$ cat config.mk
export PLATFORM = sky130hd
export DESIGN_NAME = hazard_ctrl_flat
export DESIGN_NICKNAME = d
export VERILOG_FILES = /design/src/rtl/pipe_ctrl_pkg.sv /design/src/rtl/hazard_ctrl_if.sv /design/src/rtl/hazard_detect.sv /design/src/rtl/hazard_ctrl.sv /design/src/flat_wrapper.sv
export SDC_FILE = /design/constraint.sdc
export NUM_CORES = 1
export LEC_CHECK = 0
export BUFFER_PORTS_ARGS = -buffer_cell sky130_fd_sc_hd__buf_2
export CORE_MARGIN = 2
export CORE_UTILIZATION = 54
export CTS_BUF_LIST = sky130_fd_sc_hd__clkbuf_8
export DETAILED_ROUTE_END_ITERATION = 12
export GPL_ROUTABILITY_DRIVEN = 1
export GPL_TIMING_DRIVEN = 0
export PLACE_DENSITY = 0.79
export RECOVER_POWER = 25
export SYNTH_ARGS = -nofsm -noshare
export SYNTH_HDL_FRONTEND = slang
export SYNTH_HIERARCHICAL = 1
export SYNTH_SLANG_ARGS = --single-unit
$ cat constraint.sdc
create_clock -name clk -period 3 [get_ports clk]
set_input_delay 0.45 -clock clk [delete_from_list [all_inputs] [get_ports clk]]
set_output_delay 0.45 -clock clk [all_outputs]
set_load 0.1 [all_outputs]
$ cat src/rtl/pipe_ctrl_pkg.sv
// Shared definitions for the pipeline hazard controller: FSM state
// encoding, register-address width and the default counter width.
package pipe_ctrl_pkg;

    localparam int REG_ADDR_W    = 5;
    localparam int CNT_W_DEFAULT = 16;
    localparam int FLUSH_CNT_W   = 3;

    typedef enum logic [1:0] {
        ST_RUN        = 2'd0,
        ST_LOAD_STALL = 2'd1,
        ST_FLUSH      = 2'd2,
        ST_MEM_WAIT   = 2'd3
    } state_t;

endpackage

$ cat src/rtl/hazard_ctrl_if.sv
// Bundle of pipeline-status inputs and stage-control outputs exchanged
// between the datapath (master) and the hazard controller (slave).
interface hazard_ctrl_if
    import pipe_ctrl_pkg::*;
#(
    parameter int CNT_W = CNT_W_DEFAULT
) ();

    logic                  id_ex_MemRead_i;
    logic [REG_ADDR_W-1:0] id_ex_wr_i;
    logic [REG_ADDR_W-1:0] if_id_rs1_i;
    logic [REG_ADDR_W-1:0] if_id_rs2_i;
    logic                  if_id_uses_rs2_i;
    logic                  branch_taken_i;
    logic                  dmem_busy_i;

    logic                  pc_write_o;
    logic                  if_id_write_o;
    logic                  id_ex_write_o;
    logic                  ex_mem_write_o;
    logic                  if_id_flush_o;
    logic                  id_ex_bubble_o;
    logic [1:0]            state_o;
    logic [CNT_W-1:0]      stall_cnt_o;
    logic [CNT_W-1:0]      flush_cnt_o;

    modport master (
        output id_ex_MemRead_i, id_ex_wr_i, if_id_rs1_i, if_id_rs2_i,
               if_id_uses_rs2_i, branch_taken_i, dmem_busy_i,
        input  pc_write_o, if_id_write_o, id_ex_write_o, ex_mem_write_o,
               if_id_flush_o, id_ex_bubble_o, state_o, stall_cnt_o, flush_cnt_o
    );

    modport slave (
        input  id_ex_MemRead_i, id_ex_wr_i, if_id_rs1_i, if_id_rs2_i,
               if_id_uses_rs2_i, branch_taken_i, dmem_busy_i,
        output pc_write_o, if_id_write_o, id_ex_write_o, ex_mem_write_o,
               if_id_flush_o, id_ex_bubble_o, state_o, stall_cnt_o, flush_cnt_o
    );

endinterface

$ cat src/rtl/hazard_detect.sv
// Load-use detector: a load in EX whose destination is read by the
// instruction in ID. Writes to x0 never create a dependency.
module hazard_detect
    import pipe_ctrl_pkg::*;
(
    input  logic                  mem_read,
    input  logic [REG_ADDR_W-1:0] wr,
    input  logic [REG_ADDR_W-1:0] rs1,
    input  logic [REG_ADDR_W-1:0] rs2,
    input  logic                  uses_rs2,
    output logic                  load_use
);

    assign load_use = mem_read && (wr != '0) &&
                      ((wr == rs1) || (uses_rs2 && (wr == rs2)));

endmodule

$ cat src/rtl/hazard_ctrl.sv
// Pipeline hazard controller. Stage enables, flush and bubble are Mealy
// outputs resolved in the same cycle with priority
// memory-busy > taken branch > load-use. Two saturating counters record
// stalled cycles and taken branches.
module hazard_ctrl
    import pipe_ctrl_pkg::*;
#(
    parameter int FLUSH_CYCLES = 1,
    parameter int CNT_W        = CNT_W_DEFAULT
) (
    input  logic         clk,
    input  logic         rst_n,
    hazard_ctrl_if.slave bus
);

    localparam logic [FLUSH_CNT_W-1:0] FLUSH_LOAD  = FLUSH_CNT_W'(FLUSH_CYCLES - 1);
    localparam bit                     MULTI_FLUSH = (FLUSH_CYCLES > 1);

    state_t                 state, state_nxt;
    logic [FLUSH_CNT_W-1:0] fcnt, fcnt_nxt;
    logic [CNT_W-1:0]       stall_cnt, flush_cnt;
    logic                   load_use, flush_inc;
    logic                   pc_write, if_id_write, id_ex_write, ex_mem_write;
    logic                   if_id_flush, id_ex_bubble;

    hazard_detect u_detect (
        .mem_read (bus.id_ex_MemRead_i),
        .wr       (bus.id_ex_wr_i),
        .rs1      (bus.if_id_rs1_i),
        .rs2      (bus.if_id_rs2_i),
        .uses_rs2 (bus.if_id_uses_rs2_i),
        .load_use (load_use)
    );

    // Output decode and next-state selection for the current cycle.
    always_comb begin
        // NOTE: every output gets a default first so no path leaves one unassigned (no latch).
        pc_write     = 1'b1;
        if_id_write  = 1'b1;
        id_ex_write  = 1'b1;
        ex_mem_write = 1'b1;
        if_id_flush  = 1'b0;
        id_ex_bubble = 1'b0;
        flush_inc    = 1'b0;
        state_nxt    = state;
        fcnt_nxt     = fcnt;
        if (!rst_n) begin
            {pc_write, if_id_write, id_ex_write, ex_mem_write} = 4'b0000;
            if_id_flush  = 1'b1;
            id_ex_bubble = 1'b1;
            state_nxt    = ST_RUN;
            fcnt_nxt     = '0;
        end else if (bus.dmem_busy_i) begin
            {pc_write, if_id_write, id_ex_write, ex_mem_write} = 4'b0000;
            state_nxt = ST_MEM_WAIT;
            fcnt_nxt  = '0;
        end else begin
            case (state)
                ST_FLUSH: begin
                    if_id_flush  = 1'b1;
                    id_ex_bubble = 1'b1;
                    if (bus.branch_taken_i) begin
                        flush_inc = 1'b1;
                        fcnt_nxt  = FLUSH_LOAD;
                    end else if (fcnt <= FLUSH_CNT_W'(1)) begin
                        state_nxt = ST_RUN;
                        fcnt_nxt  = '0;
                    end else begin
                        fcnt_nxt = fcnt - FLUSH_CNT_W'(1);
                    end
                end
                ST_LOAD_STALL: state_nxt = ST_RUN;
                // RUN, and MEM_WAIT once memory is free, follow the run rules.
                default: begin
                    state_nxt = ST_RUN;
                    if (bus.branch_taken_i) begin
                        if_id_flush  = 1'b1;
                        id_ex_bubble = 1'b1;
                        flush_inc    = 1'b1;
                        if (MULTI_FLUSH) begin
                            state_nxt = ST_FLUSH;
                            fcnt_nxt  = FLUSH_LOAD;
                        end
                    end else if (load_use) begin
                        pc_write     = 1'b0;
                        if_id_write  = 1'b0;
                        id_ex_bubble = 1'b1;
                        state_nxt    = ST_LOAD_STALL;
                    end
                end
            endcase
        end
    end

    // State, flush down-counter and saturating performance counters.
    always_ff @(posedge clk) begin
        // NOTE: sequential state uses non-blocking assignments; reset is sampled synchronously here.
        if (!rst_n) begin
            state     <= ST_RUN;
            fcnt      <= '0;
            stall_cnt <= '0;
            flush_cnt <= '0;
        end else begin
            state <= state_nxt;
            fcnt  <= fcnt_nxt;
            if (!pc_write && (stall_cnt != '1)) stall_cnt <= stall_cnt + CNT_W'(1);
            if (flush_inc && (flush_cnt != '1)) flush_cnt <= flush_cnt + CNT_W'(1);
        end
    end

    assign bus.pc_write_o     = pc_write;
    assign bus.if_id_write_o  = if_id_write;
    assign bus.id_ex_write_o  = id_ex_write;
    assign bus.ex_mem_write_o = ex_mem_write;
    assign bus.if_id_flush_o  = if_id_flush;
    assign bus.id_ex_bubble_o = id_ex_bubble;
    assign bus.state_o        = state;
    assign bus.stall_cnt_o    = stall_cnt;
    assign bus.flush_cnt_o    = flush_cnt;

endmodule

$ cat src/flat_wrapper.sv
// flat-port wrapper written by rule: the top's interface ports become plain ports
module hazard_ctrl_flat import pipe_ctrl_pkg::*;
#(
    parameter int FLUSH_CYCLES = 1,
    parameter int CNT_W        = CNT_W_DEFAULT
)
  (clk, rst_n, bus_id_ex_MemRead_i, bus_id_ex_wr_i, bus_if_id_rs1_i, bus_if_id_rs2_i, bus_if_id_uses_rs2_i, bus_branch_taken_i, bus_dmem_busy_i, bus_pc_write_o, bus_if_id_write_o, bus_id_ex_write_o, bus_ex_mem_write_o, bus_if_id_flush_o, bus_id_ex_bubble_o, bus_state_o, bus_stall_cnt_o, bus_flush_cnt_o);
  hazard_ctrl_if #(.CNT_W(CNT_W)) bus_i ();
  input  logic clk;
  input  logic rst_n;
  input wire logic [$bits(bus_i.id_ex_MemRead_i)-1:0] bus_id_ex_MemRead_i;
  input wire logic [$bits(bus_i.id_ex_wr_i)-1:0] bus_id_ex_wr_i;
  input wire logic [$bits(bus_i.if_id_rs1_i)-1:0] bus_if_id_rs1_i;
  input wire logic [$bits(bus_i.if_id_rs2_i)-1:0] bus_if_id_rs2_i;
  input wire logic [$bits(bus_i.if_id_uses_rs2_i)-1:0] bus_if_id_uses_rs2_i;
  input wire logic [$bits(bus_i.branch_taken_i)-1:0] bus_branch_taken_i;
  input wire logic [$bits(bus_i.dmem_busy_i)-1:0] bus_dmem_busy_i;
  output wire logic [$bits(bus_i.pc_write_o)-1:0] bus_pc_write_o;
  output wire logic [$bits(bus_i.if_id_write_o)-1:0] bus_if_id_write_o;
  output wire logic [$bits(bus_i.id_ex_write_o)-1:0] bus_id_ex_write_o;
  output wire logic [$bits(bus_i.ex_mem_write_o)-1:0] bus_ex_mem_write_o;
  output wire logic [$bits(bus_i.if_id_flush_o)-1:0] bus_if_id_flush_o;
  output wire logic [$bits(bus_i.id_ex_bubble_o)-1:0] bus_id_ex_bubble_o;
  output wire logic [$bits(bus_i.state_o)-1:0] bus_state_o;
  output wire logic [$bits(bus_i.stall_cnt_o)-1:0] bus_stall_cnt_o;
  output wire logic [$bits(bus_i.flush_cnt_o)-1:0] bus_flush_cnt_o;
  assign bus_i.id_ex_MemRead_i = bus_id_ex_MemRead_i;
  assign bus_i.id_ex_wr_i = bus_id_ex_wr_i;
  assign bus_i.if_id_rs1_i = bus_if_id_rs1_i;
  assign bus_i.if_id_rs2_i = bus_if_id_rs2_i;
  assign bus_i.if_id_uses_rs2_i = bus_if_id_uses_rs2_i;
  assign bus_i.branch_taken_i = bus_branch_taken_i;
  assign bus_i.dmem_busy_i = bus_dmem_busy_i;
  assign bus_pc_write_o = bus_i.pc_write_o;
  assign bus_if_id_write_o = bus_i.if_id_write_o;
  assign bus_id_ex_write_o = bus_i.id_ex_write_o;
  assign bus_ex_mem_write_o = bus_i.ex_mem_write_o;
  assign bus_if_id_flush_o = bus_i.if_id_flush_o;
  assign bus_id_ex_bubble_o = bus_i.id_ex_bubble_o;
  assign bus_state_o = bus_i.state_o;
  assign bus_stall_cnt_o = bus_i.stall_cnt_o;
  assign bus_flush_cnt_o = bus_i.flush_cnt_o;
  hazard_ctrl #(.FLUSH_CYCLES(FLUSH_CYCLES), .CNT_W(CNT_W)) u_core (.clk(clk), .rst_n(rst_n), .bus(bus_i));
endmodule
==> metrics.md, run 1 <==
| Metric | Value |
|---|---|
| Status | completed |
| Seq cells post-synth | 37 |
| Ys Warns | 6 |
| Seq pwr share | 0.503 |
| Die Y | about 66 um |
| Overall Power | ~1 mW |
| CP Data Required Time | between 2 and 3 ns |
| Leak | between 0.9 and 1 nW |
| Final Wtd Congestion | 0.789 |
| CTS H-tree depth | 2 |
| CTS tree | yes |
| Port-buffer cells | 60 |
| Sw Ratio | 0.306 |
| Die width | approximately 66 um |
| Clk_lat worst skew | 0.28 ns |
| Via Count | around 2200 |
| DR pass1 iterations | 5 |
| Antenna-violating nets left | 0 |
| Final setup margin | approximately 0.15 ns |
| Pre-CTS setup slack | 0.0531 ns |
| CTS Root Cell | clkbuf_8 |
| Hold slack | slightly below 0.5 ns |
| Vias in the first global route | ~1900 |
| CP arrival | approximately 2.4 ns |
| Post-Place Cells | 358 |
| Worst VDD drop | about 0.28 mV |
| Switch Pwr | approximately 0.3 mW |
| Int Pwr | 0.696 mW |
| Synth Net Count | 277 |
| Initial antenna violation count | 0 |
| GRT Util Overall | 0.232 |
| Worst hold path type | in2reg |
| Filler Cell Count | 332 |
| Clock slew at reported path FFs | approximately 0.070 ns |
| Clock Tree Buf Depth | 2 |
| Comb pwr share | 0.176 |
| Clock power share | 0.321 |
| RSZ-0062 raised after global routing | no |
| Core Box Area | between 3000 and 4000 um^2 |
| Non-Filler Instances | around 370 |
| Fin Clk Skew | 0.00281 ns |
| Pwr per Cell Area | about 390 nW/um^2 |
| Async S/R FF share, synth | 0 |
| Mean area per synthesized cell | about 8.4 um^2 |
| Inserted Diodes | 0 |
| Setup crit end kind | output pin |
| Wirelength, routed | around 4900 um |
| IO Pins | between 60 and 70 |
| Layout cell share with drive strength beyond 1 | 0.201 |
| Most used flip-flop cell after synthesis | dfxtp_1 |
| GR peak layer | met2 |
| Site Rows | 22 |
| Worst setup path class | in2out |
| Hold violation count in the final report | 0 |
| Met3 usage | 0.0439 |
| Post-CTS setup buffers | 0 |
| Slew HR | 0.213 |
| Largest net degree at the start of global routing | 11 |
| Initial drt markers | approximately 140 |
| Post-layout minimum cycle time | between 2 and 3 ns |
| Seq/Total Area, Yosys | 0.351 |
| Number of vias per cell | 5.89 |
| Nets | 344 |
| Synthesized cell area | between 2000 and 2500 um^2 |
| Final setup fails | 0 |
| Peak Freq | roughly 350 MHz |
| Dpl hpwl | around 3600 um |
| Residual DRC | 0 |
| Max Cap Viol | 0 |
| Slew Limit Fails | 0 |
| M1 GR Usage | 0.279 |
| Tcrit/Tclk final | 0.951 |
| First-pass GRT wire length | roughly 8100 um |
| Synth cell types | 46 |
| Starting density of the core | 0.567 |
| Slew at the pin with the worst max-slew slack | around 1.2 ns |
| Post-Synthesis Cells | between 200 and 300 |
| Number of flops mapped to enable cells by yosys | 0 |
| # clock sinks | 37 |
| CTS buffer count | 5 |
| Die area | between 4000 and 5000 um^2 |
| Setup TNS Final | 0 ns |
| Total gr overflow | 0 |
| Critical path startpoint category | input port |
| CP Max Fanout | 10 |
| Area growth, synth to finish | 21.2% |
| M2 GR Usage | 0.405 |
| Wirelength per Cell | approximately 13 um |
## Yosys cell counts (2+ instances only)
cell type	number	area, um^2
mux2i_1	9	90.1
o311a_1	2	20.0
o31ai_1	13	97.6
o21ai_0	17	85.1
ha_1	6	75.1
clkbuf_1	7	26.3
o21bai_1	3	22.5
buf_4	2	15.0
nor4b_1	2	17.5
or4_1	12	90.1
inv_1	11	41.3
nand3_1	13	65.1
xnor2_1	3	26.3
or3_1	9	56.3
o211ai_1	4	30.0
or2_2	2	12.5
nand4_1	5	31.3
nor4_1	4	25.0
nor2_1	4	15.0
and4_1	4	35.0
nand2b_1	6	37.5
dfxtp_1	37	741
nor3_1	6	30.0
nand2_1	18	67.6
xor2_1	7	61.3
a21oi_1	24	120
## layout by cell type, fill, tap and decap left out, types with 2 or more instances in the layout
cell type	instances
buf_2	44
dfxtp_1	36
a21oi_1	24
clkbuf_1	22
nand2_1	18
o21ai_0	16
inv_1	14
nand3_1	13
o31ai_1	13
or4_1	12
mux2i_1	9
or3_1	9
xor2_1	7
nor3_1	6
ha_1	6
clkbuf_8	5
nand2b_1	5
nand4_1	5
o211ai_1	4
and4_1	4
nor4_1	4
nor2_1	3
o21bai_1	3
xnor2_1	3
or2_2	2
nor4b_1	2
o311a_1	2
buf_4	2
## state kept, by name, summed over array words and instances, names as in the netlist
signal	flops
u_core/bus.stall_cnt_o	16
u_core/fcnt	3
u_core/bus.flush_cnt_o	16
u_core/bus.state_o	2
## power groups by stage
| stage | registers (mW) | logic (mW) | clock network (mW) |
|---|---|---|---|
| 4_1_cts | 0.505 | 0.178 | 0.331 |
| 6_report | 0.505 | 0.177 | 0.322 |
| 3_5_place_dp | 0.517 | 0.177 | 0 |
| 3_3_place_gp | 0.516 | 0.175 | 0 |
| 5_1_grt | 0.506 | 0.188 | 0.350 |
| 2_1_floorplan | 0.562 | 0.0907 | 0 |
## path summary, 6_finish.rpt
| kind | startpoint | to | slack, ns | cells after the start |
|---|---|---|---|---|
| worst max-delay path | bus_id_ex_wr_i[3] | bus_pc_write_o | 0.15 | 10 |
| worst min-delay path | bus_dmem_busy_i | u_core/bus.state_o[1] | 0.49 | 3 |
| worst max register to register | u_core/bus.stall_cnt_o[0] | u_core/bus.stall_cnt_o[6] | 0.56 | 6 |
| worst min register to register | u_core/fcnt[2] | u_core/fcnt[2] | 0.50 | 2 |
## per-layer routing
metal / vias to the layer above / part of all wire
met2: 60 / 0.48
met4: 0 / 0.012
li1: 1091 / -
met3: 6 / 0.048
met1: 998 / 0.46
met5: - / 0
## cells by family after synthesis
logic type | after synthesis | share of synthesized area
simple gates | 96 | 0.278
buf+inv | 22 | 0.0433
xor+xnor | 10 | 0.0415
fa+ha+maj | 6 | 0.0356
flops | 37 | 0.351
compound gates | 69 | 0.202
mux | 10 | 0.0481
## final cells by class
cell class              instances  area (um^2)  share of cell area
repair buffers                 60          284               0.111
multi-input cells             191         1300               0.508
inverters                      11         41.3              0.0162
clock buffers                   5         68.8              0.0269
well taps                      48         60.1              0.0235
flip-flops and latches         37          742               0.290
clock inverters                 3         11.3             0.00441
plain buffers                  11         50.0              0.0196
## worst max-delay path, cell delays in order
cell and delay [ns]:
buf_2 0.13, xor2_1 0.16, nor4_2 0.30, nand3_1 0.10
a21oi_1 0.21, and3b_1 0.18, clkbuf_1 0.33, nor2_4 0.11
buf_4 0.16, clkbuf_4 0.27
## timing repair
action,CTS,global route
gates resized for setup,0,1
hold buffers,0,0
setup endpoints to repair,0,1
## metrics by stage
stage                      util  cell area [um^2]
after floorplan               -              2130
after global placement    0.671              2490
after detailed placement  0.671              2490
after CTS                 0.692              2570
after global routing      0.688              2550
final                     0.688              2550
Power figures use the tool's default switching activity.
==> run 2: changes to the inputs <==
CAP_MARGIN = 20   (was unset)
SETUP_SLACK_MARGIN = 0.5   (was unset)
==> metrics.md, run 2 (synthesized netlist as in run 1, its figures left out) <==
| Metric | Value |
|---|---|
| Clock Tree Buf Depth | 2 |
| Clock slew at reported path FFs | 0.07 ns |
| Setup crit end kind | output pin |
| RSZ-0062 raised after global routing | yes |
| Initial antenna violation count | 0 |
| Register area | ~770 um^2 |
| Residual DRC | 0 |
| Slew Limit Fails | 0 |
| Site Rows | 22 |
| Max Cap Viol | 0 |
| Post-Place Cells | roughly 360 |
| Vias in the first global route | ~1900 |
| Wirelength per Cell | roughly 14 um |
| CP Max Fanout | 4 |
| Tcrit/Tclk final | 0.835 |
| CTS buffer count | 5 |
| Die Y | ~66 um |
| Pwr per Cell Area | 397 nW/um^2 |
| Port-buffer cells | 60 |
| IO Pins | just over 60 |
| Peak Freq | between 300 and 400 MHz |
| Initial drt markers | roughly 140 |
| Leak | around 0.99 nW |
| CTS H-tree depth | 2 |
| Status | completed |
| Fin Clk Skew | 0.00205 ns |
| Layout cell share with drive strength beyond 1 | 0.296 |
| # clock sinks | 37 |
| Via Count | ~2200 |
| Pre-CTS setup slack | 0.134 ns |
| Overall Power | about 1.1 mW |
| Worst setup path class | in2out |
| Area growth, synth to finish | 28.3% |
| CP arrival | around 2.1 ns |
| Total gr overflow | 0 |
| Worst VDD drop | roughly 0.29 mV |
| Critical path startpoint category | input port |
| Filler Cell Count | roughly 330 |
| Most frequent cells in the layout | buf_2, a21oi_1, clkbuf_1 |
| Nets | 347 |
| Commonest non-fill, non-tap cell in the layout | buf_2 |
| CTS Root Cell | clkbuf_8 |
| GRT Util Overall | 0.239 |
| CTS tree | yes |
| DR pass1 iterations | 4 |
| Hold-fix buffers, CTS | 0 |
| CP Data Required Time | 2.55 ns |
| Starting density of the core | 0.567 |
| First-pass GRT wire length | 8270 um |
| Die area | 4420 um^2 |
| Slew HR | 0.192 |
| Worst hold path type | reg2reg |
| Final setup fails | 0 |
| Final setup margin | 0.495 ns |
| Dpl hpwl | approximately 3700 um |
| Setup TNS Final | 0 ns |
| Antenna-violating nets left | 0 |
| Area of the multi-input gates | 1320 um^2 |
| Wirelength, routed | a little over 5000 um |
| Post-layout minimum cycle time | ~2.5 ns |
| Hold violation count in the final report | 0 |
| Clk_lat worst skew | roughly 0.28 ns |
| R2R setup slack | between 0.6 and 0.7 ns |
| Core Box Area | between 3000 and 4000 um^2 |
| Slew at the pin with the worst max-slew slack | around 1.2 ns |
| Final Wtd Congestion | approximately 0.78 |
| Non-Filler Instances | ~370 |
| Largest net degree at the start of global routing | 12 |
| Die width | about 66 um |
| Number of vias per cell | between 5 and 6 |
| Hold slack | about 0.48 ns |
| Inserted Diodes | 0 |
-- run 2: cell types whose count changed in the layout (fill, tap and decap cells not counted), sizes merged --
cell,delta
buf,+3
inv,-3
clkbuf,+2
clkinv,+1
-- run 2: report_power, final --
part / internal, mW / switching, mW / leakage [nW]
logic: 0.0525 / 0.136 / 0.628
registers: 0.498 / 0.00798 / 0.308
clock network: 0.208 / 0.172 / 0.0542
total: 0.758 / 0.317 / 0.991
-- run 2: per-stage QoR --
step                      utilization  cell area [um^2]
after floorplan                     -              2180
after global placement          0.685              2540
after detailed placement        0.685              2540
after CTS                       0.728              2710
after global routing            0.728              2710
final                           0.728              2710
-- run 2: area by class of cell --
cell class | count | area share
Sequential cell | 37 | 0.284
Clock inverter | 1 | 0.00185
Multi-Input combinational cell | 191 | 0.488
Timing Repair Buffer | 63 | 0.125
Buffer | 11 | 0.0282
Inverter | 11 | 0.0153
Tap cell | 48 | 0.0222
Clock buffer | 7 | 0.0356
-- run 2: final timing paths --
check                             from                          to  cells after the start
max                  bus_id_ex_wr_i[3]              bus_pc_write_o                      9
min          u_core/bus.flush_cnt_o[3]   u_core/bus.flush_cnt_o[3]                      1
max reg2reg      u_core/bus.state_o[1]  u_core/bus.flush_cnt_o[11]                      7
min reg2reg  u_core/bus.flush_cnt_o[3]   u_core/bus.flush_cnt_o[3]                      1
-- run 2: what timing repair did --
item,in CTS,in global routing
endpoints found under the setup margin,4,16
hold endpoints to repair,0,0
resized for setup,13,7
setup buffers,2,0
pin swaps,6,2
-- run 2: worst max-delay path: stages --
cell	delay (ns)
buf_6	0.10
or4_4	0.52
o21ai_2	0.16
a21oi_2	0.06
and3b_1	0.19
clkbuf_8	0.15
nor2_4	0.14
buf_12	0.12
buf_12	0.16
-- run 2: routing by layer --
layer	GRT usage	share of wire
met5	0	0
met4	0.0536	0.0057
met3	0.0557	0.054
met2	0.399	0.48
met1	0.312	0.46
